### src/rtl/cp0_pkg.sv
// Shared CP0 definitions: register addresses, field bit positions and reset constants.
package cp0_pkg;

    localparam logic [4:0] ADDR_BADVADDR = 5'd8;
    localparam logic [4:0] ADDR_COUNT    = 5'd9;
    localparam logic [4:0] ADDR_COMPARE  = 5'd11;
    localparam logic [4:0] ADDR_STATUS   = 5'd12;
    localparam logic [4:0] ADDR_CAUSE    = 5'd13;
    localparam logic [4:0] ADDR_EPC      = 5'd14;
    localparam logic [4:0] ADDR_PRID     = 5'd15;
    localparam logic [4:0] ADDR_CONFIG   = 5'd16;

    localparam int unsigned IE_BIT     = 0;
    localparam int unsigned EXL_BIT    = 1;
    localparam int unsigned IM_LO      = 8;
    localparam int unsigned IM_HI      = 15;
    localparam int unsigned BEV_BIT    = 22;
    localparam int unsigned EXCCODE_LO = 2;
    localparam int unsigned EXCCODE_HI = 6;
    localparam int unsigned IP_S_LO    = 8;
    localparam int unsigned IP_S_HI    = 9;
    localparam int unsigned IP_H_LO    = 10;
    localparam int unsigned IP_H_HI    = 15;
    localparam int unsigned TI_BIT     = 30;
    localparam int unsigned BD_BIT     = 31;

    localparam logic [31:0] STATUS_RST = 32'h0040_0000;

    // Only sel 0 is mapped.
    function automatic logic cp0_hit(input logic [7:0] addr, input logic [4:0] rd);
        return (addr[7:3] == rd) && (addr[2:0] == 3'd0);
    endfunction

endpackage

### src/rtl/cp0_timer.sv
// CP0 timer: Count prescaler, Count and Compare registers, and the sticky timer-interrupt flag.
module cp0_timer #(
    parameter int unsigned CountDiv = 2
) (
    input  logic        clk_i,
    input  logic        rst_ni,
    input  logic        count_we_i,
    input  logic        compare_we_i,
    input  logic [31:0] wdata_i,
    output logic [31:0] count_o,
    output logic [31:0] compare_o,
    output logic        ti_o
);

    localparam int unsigned PrescW = (CountDiv > 1) ? $clog2(CountDiv) : 1;
    localparam logic [PrescW-1:0] PrescLast = PrescW'(CountDiv - 1);

    logic [PrescW-1:0] presc_q, presc_d;
    logic [31:0]       count_q, count_d;
    logic [31:0]       compare_q, compare_d;
    logic              ti_q, ti_d;

    always_comb begin
        presc_d   = presc_q;
        count_d   = count_q;
        compare_d = compare_q;
        if (presc_q == PrescLast) begin
            presc_d = '0;
            count_d = count_q + 32'd1;
        end else begin
            presc_d = presc_q + PrescW'(1);
        end
        if (count_we_i) begin
            presc_d = '0;
            count_d = wdata_i;
        end
        if (compare_we_i) begin
            compare_d = wdata_i;
        end
        // Match uses current values; a Compare write beats a same-cycle match.
        ti_d = compare_we_i ? 1'b0 : (ti_q | (count_q == compare_q));
    end

    always_ff @(posedge clk_i or negedge rst_ni) begin
        if (!rst_ni) begin
            presc_q   <= '0;
            count_q   <= '0;
            compare_q <= '0;
            ti_q      <= 1'b0;
        end else begin
            presc_q   <= presc_d;
            count_q   <= count_d;
            compare_q <= compare_d;
            ti_q      <= ti_d;
        end
    end

    assign count_o   = count_q;
    assign compare_o = compare_q;
    assign ti_o      = ti_q;

endmodule

### src/rtl/cp0_ext.sv
// Coprocessor 0: exception state, interrupt synchronisation and masking, MTC0/MFC0 access.
module cp0_ext #(
    parameter int unsigned HW_INT_N        = 6,
    parameter int unsigned COUNT_DIV       = 2,
    parameter int unsigned INT_SYNC_STAGES = 2,
    parameter logic [31:0] PRID_VAL        = 32'h0001_8003,
    parameter logic [31:0] CONFIG_VAL      = 32'h0000_0000
) (
    input  logic                clk,
    input  logic                rst,
    input  logic                we,
    input  logic [7:0]          cop_address,
    input  logic [31:0]         data_i,
    output logic [31:0]         data_o,
    input  logic [HW_INT_N-1:0] hardware_int,
    input  logic                is_exception,
    input  logic                is_bd,
    input  logic [4:0]          exc_code,
    input  logic [31:0]         exc_pc,
    input  logic                we_badvaddr,
    input  logic [31:0]         badvaddr,
    input  logic                is_excep_return,
    output logic                int_req,
    output logic [31:0]         status_o,
    output logic [31:0]         cause_o,
    output logic [31:0]         epc_o
);

    import cp0_pkg::*;

    logic        wr_count, wr_compare, wr_status, wr_cause, wr_epc;
    logic [31:0] count, compare;
    logic        ti;

    logic [7:0]  im_q, im_d;
    logic        ie_q, ie_d;
    logic        exl_q, exl_d;
    logic        bd_q, bd_d;
    logic [4:0]  exccode_q, exccode_d;
    logic [1:0]  ip_sw_q, ip_sw_d;
    logic [31:0] epc_q, epc_d;
    logic [31:0] badvaddr_q, badvaddr_d;
    logic        int_req_q, int_req_d;

    logic [HW_INT_N-1:0] sync_q [INT_SYNC_STAGES];
    logic [HW_INT_N-1:0] sync_d [INT_SYNC_STAGES];
    logic [5:0]          ip_hw;
    logic [31:0]         status_wr, cause_wr;

    assign wr_count   = we & cp0_hit(cop_address, ADDR_COUNT);
    assign wr_compare = we & cp0_hit(cop_address, ADDR_COMPARE);
    assign wr_status  = we & cp0_hit(cop_address, ADDR_STATUS);
    assign wr_cause   = we & cp0_hit(cop_address, ADDR_CAUSE);
    assign wr_epc     = we & cp0_hit(cop_address, ADDR_EPC);

    cp0_timer #(
        .CountDiv(COUNT_DIV)
    ) u_timer (
        .clk_i       (clk),
        .rst_ni      (rst),
        .count_we_i  (wr_count),
        .compare_we_i(wr_compare),
        .wdata_i     (data_i),
        .count_o     (count),
        .compare_o   (compare),
        .ti_o        (ti)
    );

    always_comb begin
        sync_d[0] = hardware_int;
        for (int i = 1; i < INT_SYNC_STAGES; i++) begin
            sync_d[i] = sync_q[i-1];
        end
    end

    // The top interrupt line is shared with the timer interrupt.
    always_comb begin
        ip_hw                 = '0;
        ip_hw[HW_INT_N-1:0]   = sync_q[INT_SYNC_STAGES-1];
        ip_hw[5]              = ip_hw[5] | ti;
    end

    always_comb begin
        status_o                 = STATUS_RST;
        status_o[IM_HI:IM_LO]    = im_q;
        status_o[EXL_BIT]        = exl_q;
        status_o[IE_BIT]         = ie_q;

        cause_o                        = '0;
        cause_o[BD_BIT]                = bd_q;
        cause_o[TI_BIT]                = ti;
        cause_o[IP_H_HI:IP_H_LO]       = ip_hw;
        cause_o[IP_S_HI:IP_S_LO]       = ip_sw_q;
        cause_o[EXCCODE_HI:EXCCODE_LO] = exccode_q;
    end

    assign epc_o   = epc_q;
    assign int_req = int_req_q;

    always_comb begin
        im_d       = im_q;
        ie_d       = ie_q;
        exl_d      = exl_q;
        bd_d       = bd_q;
        exccode_d  = exccode_q;
        ip_sw_d    = ip_sw_q;
        epc_d      = epc_q;
        badvaddr_d = badvaddr_q;

        if (wr_status) begin
            im_d  = data_i[IM_HI:IM_LO];
            exl_d = data_i[EXL_BIT];
            ie_d  = data_i[IE_BIT];
        end
        if (wr_cause) begin
            ip_sw_d = data_i[IP_S_HI:IP_S_LO];
        end
        if (wr_epc) begin
            epc_d = data_i;
        end
        if (is_excep_return) begin
            exl_d = 1'b0;
        end
        // Nested exceptions keep the original EPC/BD; an exception also overrides an MTC0 to EPC.
        if (is_exception) begin
            exl_d     = 1'b1;
            exccode_d = exc_code;
            epc_d     = epc_q;
            if (!exl_q) begin
                epc_d = exc_pc;
                bd_d  = is_bd;
            end
            if (we_badvaddr) begin
                badvaddr_d = badvaddr;
            end
        end

        int_req_d = ie_q & ~exl_q & (|(cause_o[IP_H_HI:IP_S_LO] & im_q));
    end

    always_ff @(posedge clk or negedge rst) begin
        if (!rst) begin
            im_q       <= '0;
            ie_q       <= 1'b0;
            exl_q      <= 1'b0;
            bd_q       <= 1'b0;
            exccode_q  <= '0;
            ip_sw_q    <= '0;
            epc_q      <= '0;
            badvaddr_q <= '0;
            int_req_q  <= 1'b0;
            for (int i = 0; i < INT_SYNC_STAGES; i++) begin
                sync_q[i] <= '0;
            end
        end else begin
            im_q       <= im_d;
            ie_q       <= ie_d;
            exl_q      <= exl_d;
            bd_q       <= bd_d;
            exccode_q  <= exccode_d;
            ip_sw_q    <= ip_sw_d;
            epc_q      <= epc_d;
            badvaddr_q <= badvaddr_d;
            int_req_q  <= int_req_d;
            for (int i = 0; i < INT_SYNC_STAGES; i++) begin
                sync_q[i] <= sync_d[i];
            end
        end
    end

    // Reads of a register being written return the merged post-write value.
    always_comb begin
        status_wr                = status_o;
        status_wr[IM_HI:IM_LO]   = data_i[IM_HI:IM_LO];
        status_wr[EXL_BIT]       = data_i[EXL_BIT];
        status_wr[IE_BIT]        = data_i[IE_BIT];
        cause_wr                 = cause_o;
        cause_wr[IP_S_HI:IP_S_LO] = data_i[IP_S_HI:IP_S_LO];

        data_o = '0;
        if (cop_address[2:0] == 3'd0) begin
            case (cop_address[7:3])
                ADDR_BADVADDR: data_o = badvaddr_q;
                ADDR_COUNT:    data_o = we ? data_i : count;
                ADDR_COMPARE:  data_o = we ? data_i : compare;
                ADDR_STATUS:   data_o = we ? status_wr : status_o;
                ADDR_CAUSE:    data_o = we ? cause_wr : cause_o;
                ADDR_EPC:      data_o = we ? data_i : epc_q;
                ADDR_PRID:     data_o = PRID_VAL;
                ADDR_CONFIG:   data_o = CONFIG_VAL;
                default:       data_o = '0;
            endcase
        end
    end

endmodule

### config.mk
export PLATFORM = sky130hd
export DESIGN_NAME = cp0_ext
export DESIGN_NICKNAME = d
export VERILOG_FILES = /design/src/rtl/cp0_pkg.sv /design/src/rtl/cp0_timer.sv /design/src/rtl/cp0_ext.sv
export SDC_FILE = /design/constraint.sdc
export NUM_CORES = 1
export LEC_CHECK = 0
export BUFFER_PORTS_ARGS = -buffer_cell sky130_fd_sc_hd__buf_2
export CAP_MARGIN = 40
export CORE_MARGIN = 1.5
export CORE_UTILIZATION = 55
export CTS_BUF_LIST = sky130_fd_sc_hd__clkbuf_2
export CTS_CLUSTER_DIAMETER = 30
export DETAILED_ROUTE_END_ITERATION = 10
export MAX_ROUTING_LAYER = met4
export PLACE_DENSITY_LB_ADDON = 0.15
export REMOVE_ABC_BUFFERS = 1
export SLEW_MARGIN = 0
export SYNTH_ARGS = -nofsm -noshare
export SYNTH_HDL_FRONTEND = slang
export SYNTH_SLANG_ARGS = --single-unit
### constraint.sdc
create_clock -name clk -period 2.4 [get_ports clk]
set_input_delay 0 -clock clk [delete_from_list [all_inputs] [get_ports clk]]
set_output_delay 0 -clock clk [all_outputs]
set_load 0.01 [all_outputs]
== Word level (Yosys, flattened, before mapping) ==
Cells that the tools add are included.
Cells by class
  add/sub/neg operators: 2
  multiply operators: 0
  div/mod/pow operators: 0
  $lt $le $gt $ge: 0
  eq/ne operators: 9
  shift operators: 0
  mux-type cells: 18
  bitwise operators: 11
  reduce and logical (&&, ||, !) cells: 13
Operators by type and width (count)
  $mux 32: 9
  $pmux 32 s7: 1
  $eq 5x4->1 const B: 7
  $add 32x1->32 const B: 1
  $eq 32x32->1: 1
  $mux 16: 1
  $mux 10: 1
  $and 8x8->8: 1
  $reduce_or 8->1: 1
  $and 1x1->1: 7
  $mux 1: 6
  $reduce_and 2->1: 3
  $logic_and 1x1->1: 5
  $reduce_bool 2->1: 2
  $logic_not 3->1: 1
  $reduce_bool 3->1: 1
  $ne 2x2->1 const B: 1
  $or 1x1->1: 2
  $add 1x1->1 const B: 1
  $not 1->1: 1
Storage, ports and cells
  bits in registers: 161
  bits in latches: 0
  RAM bits: 0
  memory bits (read-only): 0
  input port bits: 122
  output and inout bits: 129
  word-level logic and storage cells: 68
  memories kept: 0

== Longest topological paths before layout ==
  word-level depth: 6
  gate-level depth with buffers: 8
  mapped depth without buffers: 6

== Hierarchy ==
From an unflattened synthesis, not the netlist that was laid out.
Second synthesis, totals
  cell total of the unflattened synthesis: 956
  area total of the unflattened synthesis: 9430.3 sq um
Modules (own cells, without submodules)
  cp0_ext: instances 1, cells each 641, area each 6052.1 sq um, sequential area each 2377.3 sq um
  cp0_timer: instances 1, cells each 315, area each 3378.2 sq um, sequential area each 1651.6 sq um

== Worst setup path before layout ==
OpenSTA, ideal clock, no wires.
  path kind: reg2reg
  from: register u_timer.count_q[3], in the netlist u_timer.count_o[3]
  to: register u_timer.count_q[20], in the netlist u_timer.count_o[20]
  setup time: 123 ps
  arrival time: 1792 ps
  path slack: 485 ps
  stages on the path, launching flop included: 7
  buffers on the path: 1
  period minus slack after synthesis: 1915 ps
  path through: dfrtp_1 nand4_2 or4_4 buf_6 nor4_2 xnor2_1 a21oi_1
Between the ends
  cells in the longest elaborated chain, start to end: 3
Ends and longest elaborated chain
  from (decl): line cp0_timer.sv:19  | logic [31:0] count_q, count_d;
  from (signal assigned): line cp0_timer.sv:52  | count_q <= count_d;
  $add 32x1->32: line cp0_timer.sv:29  | count_d = count_q + 32'd1;
  $mux 32: line cp0_timer.sv:27  | if (presc_q == PrescLast) begin
  $mux 32: line cp0_timer.sv:33  | if (count_we_i) begin
Every way passes these cells. The select of a mux whose other input is x is not followed.
A chain may end at the register's enable or synchronous reset.

== Worst setup path in the final report ==
  from: register u_timer.ti_q, in the netlist u_timer.ti_o
  to: output port data_o[15]
Between the ends
  cells in the longest elaborated chain, start to end: 3
Ends and longest elaborated chain
  from (decl): line cp0_timer.sv:21  | logic ti_q, ti_d;
  from (signal assigned): line cp0_timer.sv:54  | ti_q <= ti_d;
  $or 1x1->1: line cp0_ext.sv:80  | ip_hw[5] = ip_hw[5] | ti;
  $pmux 32 s7: line cp0_ext.sv:182  | case (cop_address[7:3])
  $mux 32: line cp0_ext.sv:181  | if (cop_address[2:0] == 3'd0) begin
  to (decl): line cp0_ext.sv:14  | output logic [31:0] data_o,
Every way passes these cells.

==> flow_summary.toml <==
[detailed_routing]
avgRoutedWirePerCell_um = 20.6
post_dr_vias_cell = 5.87
antenna_left = 0
firstDrtPassIters = 6
routed_wirelength_um = 32100
drtIter0Drc = 635
num_vias = 9142
detail_route.drc_violations = 0

[cells_and_area]
multi_input_comb_area_um2 = 4750
final_area_um2 = 13100
seq_area_um2 = 4030
post_route_cells_drive_above_1_share_pct = 29.3
layout.nets = 1446
post-route-util_pct = 79.3
fillCellCount = 1086
syn2layout_area_growth_pct = 40.9

[grt]
gr-usage-all-layers_pct = 38.3
grt_antenna_before_repair = 1
wire_length_of_the_first_global_routing_pass_um = 50900
globalRouteOverflowTotal = 0
grt_max_degree = 57
via_count_of_the_first_global_routing_pass = 9415

[placement]
port_buffers = 211
gp_congestion = 0.905
dp_hpwl_um = 18900
dpl-instance-area_um2 = 10400

[logic_synthesis]
synthFlopType = "dfrtp_1"
synthArstFlopShare_pct = 100
yosys-top-cells-area = "dfrtp_1 43%, mux2_2 11%, mux2i_1 5.3%"
synth_seq_cells = 161
synth.top_cell.area_share_pct = 43.3
syn_inst = 897
synth-seq-area-share_pct = 43.3
post-synth-top-area-cell = "dfrtp_1"
yosys.cell_types.count = 57
number_of_flops_mapped_to_enable_cells_by_yosys = 0
syn_area_per_cell_um2 = 10.4
syn-cell-area_um2 = 9300
synthesis.yosys.warnings = 0

[die]
die-height_um = 133
io_pins = 251
die-area_um2 = 17700
fp-row-count = 47
initial_core_util_pct = 56.3
core_area_um2 = 16500
fp.dieW_um = 133

[setup_path]
cp_slowest_stage_delay_ps = 510
cp-end-kind = "primary output"
worstPathCellList = "or2_2 > nor3b_1 > o21ai_0 > o211ai_1 > a21oi_1 > buf_2"
setup.worst_path.class = "reg -> out"
critPathMaxFanout = 4
ff2ff_path_depth = 8
cp_data_arrival_time_ps = 2310
critPathLaunchType = "flop"
r2r_setup_slack_ps = 90
worst-endpoint-required_ps = 2400
cpMaxStageDelayCell = "dfrtp_1"

[timing]
period_share_pct = 96.2
grt_setup_unrepaired = "no"
worst_slew_margin_rel_pct = 33.8
setup_viol = 0
timing_worst_slew_pin_value_ps = 989
max_frequency_ghz = 0.433
slew_viol_final = 0
clock_skew_ps = 31.5
hold_viol = 0
period_needed_ps = 2310

[hold_path]
hold_path_class = "in -> reg"
worst_hold_path.num_cells = 3

[power_and_ir_drop]
switching_share_pct = 31.7
pwr-share-clk_pct = 24.5
total_power_mw = 6.93
combinationalPowerShare_pct = 26.1
power_report.internal_total_mw = 4.73
net-switching-power_mw = 2.19
seq_power_share_pct = 49.4
pwr_density_cell_nw_per_um2 = 529
power.static_leakage_nw = 5.87
max-vdd-ir-drop_v = 0.000338

[clock_tree]
worst_skew_pair.late_latency_ps = 750
cts-htree-levels = 4
ctsLongestPathBuffers = 2
cts_made_buffers = 17
cts_tree = "yes"
clock_tree.root_cell = "clkbuf_2"
cts_post_setup_buffers_inserted = 0
clk_pin_slew_ps = 240
numClockSinks = 161

[flow_run]
timing.max_cap.violations = 0

[run_status]
outcome = "finished, final reports clean"
==> cell usage after synthesis (all sizes together) (2+ instances only) <==
library cell  count
a221oi           14
a21oi            81
inv               5
buf              67
or2               3
nand3b            3
xor2              9
o2bb2ai          12
conb              2
mux2i            49
and4              4
xnor2            53
nand4            15
nand3            11
nor3             10
nor3b             4
a22oi            17
a31oi             5
and3b             2
mux2             90
a21o              7
nor2b             5
nor2             89
a222oi           14
nand2b            3
o21ai             9
nor4             12
a2bb2oi           2
dfrtp           161
nand2            34
and3              8
and2              9
clkbuf           44
a22o             28
or3b              2
a211oi            3
==> metal layers <==
layer / part of all wire (%) / routed length (um) / up-vias / global-route usage (%)
li1: - / - / 4042 / -
met1: 39 / 12600 / 4488 / 46.5
met2: 50 / 16100 / 537 / 64.4
met3: 7.6 / 2450 / 75 / 6.55
met4: 3.0 / 962 / 0 / 13.6
met5: 0 / 0 / - / -
==> metrics by stage <==
stage	std cells	hold slack, ps	setup slack [ps]	TNS (ps)
6_report	1557	67.3	92.2	0
5_1_grt	1557	3.76	8.80	0
4_1_cts	1556	19.3	88.4	0
3_5_place_dp	1288	12.9	277	0
3_3_place_gp	1288	13.9	350	0
2_1_floorplan	823	-296	-506	-17470
==> flip-flops by register name, indices dropped and copies added, names as in the netlist <==
signal	cells
badvaddr_q	32
epc_o	32
u_timer.compare_o	32
u_timer.count_o	32
im_q	8
sync_d	6
cause_o	5
exccode_q	5
ip_sw_q	2
bd_q	1
exl_q	1
ie_q	1
int_req	1
sync_q	1
u_timer.presc_q	1
u_timer.ti_o	1
==> power groups by stage <==
stage               Combinational, mW  Sequential, mW  Clock [mW]
finish                           1.81            3.42        1.70
global route                     1.95            3.47        1.81
CTS                              1.74            3.40        1.73
detailed placement               1.34            3.45           0
global placement                 1.31            3.44           0
floorplan                       0.701            3.43           0
==> path summary, 6_finish.rpt <==
check,to,from
setup / recovery,data_o[15],u_timer.ti_o
hold / removal,u_timer.compare_o[28],data_i[28]
setup reg to reg,u_timer.count_o[14],u_timer.count_o[1]
hold reg to reg,cause_o[13],sync_d[3]
max in group asynchronous,exl_q,rst
min in group asynchronous,exccode_q[4],rst
==> layout by cell type, fill, tap and decap left out, types with 7 or more instances in the layout <==
| master | n |
|---|---|
| dlygate4sd3_1 | 234 |
| buf_2 | 210 |
| dfrtp_1 | 159 |
| mux2_2 | 90 |
| nor2_1 | 88 |
| a21oi_1 | 81 |
| xnor2_1 | 53 |
| mux2i_1 | 49 |
| conb_1 | 39 |
| nand2_1 | 34 |
| buf_4 | 31 |
| a22o_1 | 27 |
| clkbuf_2 | 19 |
| a22oi_1 | 17 |
| a222oi_1 | 14 |
| a221oi_1 | 14 |
| nand4_1 | 14 |
| o2bb2ai_1 | 12 |
| nand3_1 | 11 |
| and2_1 | 9 |
| nor3_1 | 9 |
| o21ai_0 | 9 |
| xor2_1 | 9 |
| a21o_1 | 7 |
| and3_1 | 7 |
==> worst max-delay path, delay by kind of cell, from the launching register on <==
kind / cells / cell delay [ps]
flip-flops: 1 / 510
AO/OA/AOI/OAI: 3 / 290
AND/OR/NAND/NOR: 2 / 580
buffers and inverters: 1 / 160
==> kinds of logic after synthesis <==
kind of cell / share of synthesized area (%)
and+or+nand+nor: 12.2
AOI/OAI and AO/OA: 14.9
DFF: 43.3
muxes: 16.2
buffers and inverters: 7.29
xor gates and xnor gates: 5.84
other: 0.0808
adders and majority gates: 0.135
==> area by class of cell <==
| type | count | area share [%] |
|---|---|---|
| multi-input cells | 657 | 36.2 |
| flip-flops and latches | 161 | 30.8 |
| repair buffers | 481 | 28.6 |
| well taps | 220 | 2.10 |
| clock inverters | 13 | 1.42 |
| clock buffers | 19 | 0.726 |
| inverters | 5 | 0.143 |
| diodes | 1 | 0.0191 |
==> timing repair <==
item / CTS / global route
hold endpoints to repair: 314 / 0
resized for setup: 0 / 2
endpoints found under the setup margin: 0 / 2
hold buffers: 236 / 0
No activity file was read; power rests on OpenSTA's default activity.
